## config.mk

```make
export PLATFORM = sky130hd
export DESIGN_NAME = sdi_lock_ctrl
export DESIGN_NICKNAME = d
export VERILOG_FILES = /design/src/rtl/sdi_lock_ctrl.sv
export SDC_FILE = /design/constraint.sdc
export NUM_CORES = 1
export LEC_CHECK = 0
export BUFFER_PORTS_ARGS = -buffer_cell sky130_fd_sc_hd__buf_2
export CAP_MARGIN = 20
export CORE_UTILIZATION = 35
export CTS_BUF_LIST = sky130_fd_sc_hd__clkbuf_4
export DETAILED_ROUTE_END_ITERATION = 7
export PLACE_DENSITY_LB_ADDON = 0.1
export SLEW_MARGIN = 20
export SYNTH_ARGS = -nofsm -noshare
export SYNTH_HDL_FRONTEND = slang
export SYNTH_SLANG_ARGS = --single-unit
```

## constraint.sdc

```tcl
create_clock -name sys_clk -period 2.9 [get_ports sys_clk]
set_input_delay 0.87 -clock sys_clk [delete_from_list [all_inputs] [get_ports sys_clk]]
set_output_delay 0.87 -clock sys_clk [all_outputs]
set_load 0.01 [all_outputs]
```

## src/rtl/sdi_lock_ctrl.sv

```systemverilog
// sdi_lock_ctrl
// Lock sequencer for the SDI-to-MIPI pixel path. Steps the pixel-clock
// divider through its phase settings, clears the misalignment detector
// before each trial, qualifies a trial phase over a number of clean frames
// and then supervises the lock.
//
// Ports:
//   sys_clk        in   system clock, rising edge
//   rst            in   asynchronous active-high reset
//   enable_i       in   sequencer run enable
//   fv_i           in   frame valid from timing generator
//   align_err_i    in   detector misalignment flag (1 = error)
//   phase_o        out  divider phase select, 0..PHASES-1
//   detector_clr_o out  detector clear, active-high
//   locked_o       out  lock achieved and held
//   lock_lost_o    out  one-cycle pulse when lock drops
//   fail_o         out  retry budget exhausted
//   retry_cnt_o    out  completed full phase sweeps since last lock/start
//   state_dbg_o    out  current FSM state (debug visibility)
//
// Handshake note: there is no valid/ready pair here; every input is a level
// sampled on each rising edge, and every output is registered and reflects
// the state entered at that edge.
module sdi_lock_ctrl #(
  parameter int PHASES        = 4,
  parameter int VERIFY_FRAMES = 2,
  parameter int SETTLE_CYCLES = 16,
  parameter int MAX_RETRIES   = 8
) (
  input  logic       sys_clk,
  input  logic       rst,
  input  logic       enable_i,
  input  logic       fv_i,
  input  logic       align_err_i,
  output logic [1:0] phase_o,
  output logic       detector_clr_o,
  output logic       locked_o,
  output logic       lock_lost_o,
  output logic       fail_o,
  output logic [3:0] retry_cnt_o,
  output logic [2:0] state_dbg_o
);

  typedef enum logic [2:0] {
    S_IDLE   = 3'd0,
    S_CLEAR  = 3'd1,
    S_SETTLE = 3'd2,
    S_VERIFY = 3'd3,
    S_LOCKED = 3'd4,
    S_FAIL   = 3'd5
  } state_t;

  localparam logic [1:0] PHASE_LAST  = 2'(PHASES - 1);
  localparam logic [3:0] FRAMES_REQ  = 4'(VERIFY_FRAMES);
  localparam logic [7:0] SETTLE_LAST = 8'(SETTLE_CYCLES - 1);
  localparam logic [3:0] RETRY_MAX   = 4'(MAX_RETRIES);

  state_t     state_q, state_d;
  logic       fv_q;
  logic [7:0] settle_cnt_q, settle_cnt_d;
  logic [3:0] frame_cnt_q, frame_cnt_d;
  logic [3:0] retry_cnt_q, retry_cnt_d;
  logic [1:0] phase_q, phase_d;
  logic       clr_q, clr_d;
  logic       locked_q, locked_d;
  logic       lost_q, lost_d;
  logic       fail_q, fail_d;
  logic       fv_rise;
  logic [3:0] retry_inc;

  assign fv_rise   = fv_i & ~fv_q;
  assign retry_inc = retry_cnt_q + 4'd1;

  always_comb begin
    state_d      = state_q;
    settle_cnt_d = settle_cnt_q;
    frame_cnt_d  = frame_cnt_q;
    retry_cnt_d  = retry_cnt_q;
    phase_d      = phase_q;
    lost_d       = 1'b0;

    case (state_q)
      S_IDLE: begin
        settle_cnt_d = 8'd0;
        frame_cnt_d  = 4'd0;
        retry_cnt_d  = 4'd0;
        phase_d      = 2'd0;
        if (enable_i) state_d = S_CLEAR;
      end
      // The settle counter doubles as the 2-cycle clear timer.
      S_CLEAR: begin
        if (settle_cnt_q == 8'd1) begin
          state_d      = S_SETTLE;
          settle_cnt_d = 8'd0;
        end else begin
          settle_cnt_d = settle_cnt_q + 8'd1;
        end
      end
      S_SETTLE: begin
        if (settle_cnt_q == SETTLE_LAST) begin
          state_d     = S_VERIFY;
          frame_cnt_d = 4'd0;
        end else begin
          settle_cnt_d = settle_cnt_q + 8'd1;
        end
      end
      S_VERIFY: begin
        // Error wins over a completing frame count, including the
        // cycle of the final fv rise.
        if (align_err_i) begin
          settle_cnt_d = 8'd0;
          if (phase_q != PHASE_LAST) begin
            phase_d = phase_q + 2'd1;
            state_d = S_CLEAR;
          end else if (retry_inc == RETRY_MAX) begin
            // Budget spent: phase stays on the last setting tried.
            retry_cnt_d = retry_inc;
            state_d     = S_FAIL;
          end else begin
            phase_d     = 2'd0;
            retry_cnt_d = retry_inc;
            state_d     = S_CLEAR;
          end
        end else if (frame_cnt_q == FRAMES_REQ) begin
          state_d     = S_LOCKED;
          retry_cnt_d = 4'd0;
        end else if (fv_rise) begin
          frame_cnt_d = frame_cnt_q + 4'd1;
        end
      end
      S_LOCKED: begin
        // Phase is kept so the same setting is re-qualified first.
        if (align_err_i) begin
          lost_d       = 1'b1;
          settle_cnt_d = 8'd0;
          state_d      = S_CLEAR;
        end
      end
      S_FAIL: begin
        state_d = S_FAIL;
      end
      default: begin
        state_d = S_IDLE;
      end
    endcase

    if (!enable_i) begin
      state_d      = S_IDLE;
      phase_d      = 2'd0;
      retry_cnt_d  = 4'd0;
      settle_cnt_d = 8'd0;
      frame_cnt_d  = 4'd0;
      lost_d       = 1'b0;
    end

    // Status flops are decoded from the next state so they line up with it.
    clr_d    = (state_d == S_CLEAR);
    locked_d = (state_d == S_LOCKED);
    fail_d   = (state_d == S_FAIL);
  end

  always_ff @(posedge sys_clk or posedge rst) begin
    if (rst) begin
      state_q      <= S_IDLE;
      fv_q         <= 1'b0;
      settle_cnt_q <= 8'd0;
      frame_cnt_q  <= 4'd0;
      retry_cnt_q  <= 4'd0;
      phase_q      <= 2'd0;
      clr_q        <= 1'b0;
      locked_q     <= 1'b0;
      lost_q       <= 1'b0;
      fail_q       <= 1'b0;
    end else begin
      state_q      <= state_d;
      fv_q         <= fv_i;
      settle_cnt_q <= settle_cnt_d;
      frame_cnt_q  <= frame_cnt_d;
      retry_cnt_q  <= retry_cnt_d;
      phase_q      <= phase_d;
      clr_q        <= clr_d;
      locked_q     <= locked_d;
      lost_q       <= lost_d;
      fail_q       <= fail_d;
    end
  end

  assign phase_o        = phase_q;
  assign detector_clr_o = clr_q;
  assign locked_o       = locked_q;
  assign lock_lost_o    = lost_q;
  assign fail_o         = fail_q;
  assign retry_cnt_o    = retry_cnt_q;
  assign state_dbg_o    = state_q;

endmodule

```

==> metrics <==
reg-to-reg endpoint settle_cnt_q[4]; Final Hold Viols 0; Die H 68.6 um; row count 23; R2R setup slack 810 ps; critical path class flop to flop; Synth top area share 41.9%; min-delay src retry_cnt_o[3]; FMAX 479 MHz; Clock Latency Late Sink 330 ps; # setup viols final 0; Synth Net Count 175; final period demand of the worst path 2090 ps; final instance area 0.00171 mm2; hold crit path type flop to flop; Period Utilization, post-route 72.0%; Gates resized, CTS repair 0; final clock skew 8.26 ps; Cells after DPL 227; Max Cap Viol 0; pwr/cell area 398 mW/mm2; most used flip-flop cell after synthesis dfrtp_1; hpwl dp 2.47 mm; # H-tree levels 1; Syn Inst Count 163; DIE AREA 0.00471 mm2; Seq cells post-synth 26; Worst Hold Depth 2; Slew @ Worst Pin 611 ps; initial antenna violation count 0; total gr overflow 0; startpoint type of the worst setup path flop; area leader, netlist dfrtp_1; CTS tree done; wire per inst 14.4 um; setup bufs post-CTS 0; root buffer cell clkbuf_4; critical-path cell list inv_1 > ha_1 > nor4b_1 > a211oi_1 > nand2_1 > nor2_1 > a22o_1; mapped cell area 0.00155 mm2; core area 0.00412 mm2; hold_buf cts 0; drt pass-1 iters 4; status finished, final reports clean; Min-Delay Endpoint retry_cnt_o[3]; CP Max Fanout 6; placed cell area 0.00169 mm2; CP max stage delay 500 ps; CTS clk-pin slew, worst paths 150 ps; Setup TNS 0 ps; Via-to-Cell Ratio 5.56; DRC violation total after the first TritonRoute iteration 57; GP Congestion 0.884; port buffer count 17; crit path capture type flop; CP top delay family compound AO/OA/AOI/OAI gates; slowest cell on the critical path a211oi_1; Post-Syn Area per Cell 9.53 um2; n_diodes 0; die width 68.6 um; layout cell share with drive strength beyond 1 17.1%; Post-synth top cells dfrtp_1 (26), nor2_1 (16), inv_1 (13); Area contributors post-synth dfrtp_1 (42%), ha_1 (5.6%), nor2_1 (3.9%); Relative slew margins 58.8%; most common cell in the netlist dfrtp_1; pin count of the biggest net entering global routing 27; global-route wire length before repair 5.66 mm; register area share after synthesis 41.9%; Global Route Usage Sum 16.2%; io pins 18; VDD IR-drop max 0.223 mV; yosys warns 0; Starting Density 37.7%; Worst EP arrival 2360 ps; RSZ-0062 raised after global routing no; vias in the first global route 1178; Final ANT Viol Nets 0; R2R cell count 7; filler instances 416; Lkg Pwr 0.833 nW; Critical path buffers and inverters 1; r2r startpoint settle_cnt_q[1]; DRC viols 0; Sink Count 26; FFs w/ async S/R, synth 100%; P&R area growth vs syn 10.4%; Synth cell types 49; CTS buffer count 3; final wirelength 3.33 mm; worst path required time 3170 ps; via count 1285; Final Max Tran Viols 0; Clock Path Buffers 2; nets 194; EDFF count, synth 0; non-filler cells, final 231
## power breakdown
part	total (mW)	switching [mW]	leakage [nW]	internal, mW
Clock	0.160	0.110	0.0154	0.0505
Combinational	0.131	0.0775	0.462	0.0536
Sequential	0.392	0.0186	0.356	0.373
Total	0.683	0.206	0.833	0.477
## metal layers
| metal | global-route usage [%] | vias up | wire length (um) |
|---|---|---|---|
| li1 | - | 627 | - |
| met1 | 24.5 | 622 | 1730 |
| met2 | 22.5 | 31 | 1370 |
| met3 | 3.45 | 5 | 185 |
| met4 | 4.69 | 0 | 41 |
| met5 | 0 | - | 0 |
## state kept, by name (all words and copies together) (netlist names)
name	flops
settle_cnt_q	8
frame_cnt_q	4
retry_cnt_o	4
state_dbg_o	3
phase_o	2
detector_clr_o	1
fail_o	1
fv_q	1
lock_lost_o	1
locked_o	1
## worst min-delay path, stage by stage, from the launching register on
cell and delay, ps:
dfrtp_1 410, nand2_1 60, o21ai_0 60
## cell type report
cell class              instances  area, um2  share of cell area, %
clock buffers                   3       22.5                   1.31
clock inverters                 1       3.75                  0.219
inverters                      13       48.8                   2.85
multi-input cells             120        833                   48.6
flip-flops and latches         26        651                   38.0
well taps                      50       62.6                   3.65
repair buffers                 18       92.6                   5.40
## worst max-delay path by stage
stage | cells past startpoint | startpoint | to | slack [ps]
floorplan | 6 | align_err_i | settle_cnt_q[3] | 830
global placement | 6 | align_err_i | settle_cnt_q[0] | 680
detailed placement | 6 | align_err_i | settle_cnt_q[0] | 660
CTS | 7 | settle_cnt_q[1] | settle_cnt_q[4] | 830
global route | 6 | settle_cnt_q[0] | settle_cnt_q[5] | 610
finish | 7 | settle_cnt_q[1] | settle_cnt_q[4] | 810
## cells in the final DEF (no fill, tap or decap), types with 5 or more instances in the layout
cell and count:
buf_2 17, nand2_1 11, o21ai_0 9, inv_1 13
nand3_1 8, a21o_1 5, ha_1 7, dfrtp_1 26
a21oi_1 8, nor2_1 16
## through the flow
step	setup WS (ps)	utilization [%]	total power [mW]	hold slack [ps]
finish	812	41.7	0.683	550
global route	610	41.7	0.721	575
CTS	831	41.7	0.690	552
detailed placement	657	41.0	0.529	516
global placement	679	41.0	0.528	512
floorplan	825	-	0.498	529
## logic make-up (layout without fill, tap and decap cells)
family	Yosys count	in the layout	synth area share, %
fa+ha+maj	7	7	5.64
compound gates	47	47	23.0
mux	2	2	1.37
buf+inv	17	35	4.43
flops	26	26	41.9
simple gates	61	61	21.9
xor+xnor	3	3	1.69
No activity file was read; power rests on OpenSTA's default activity.
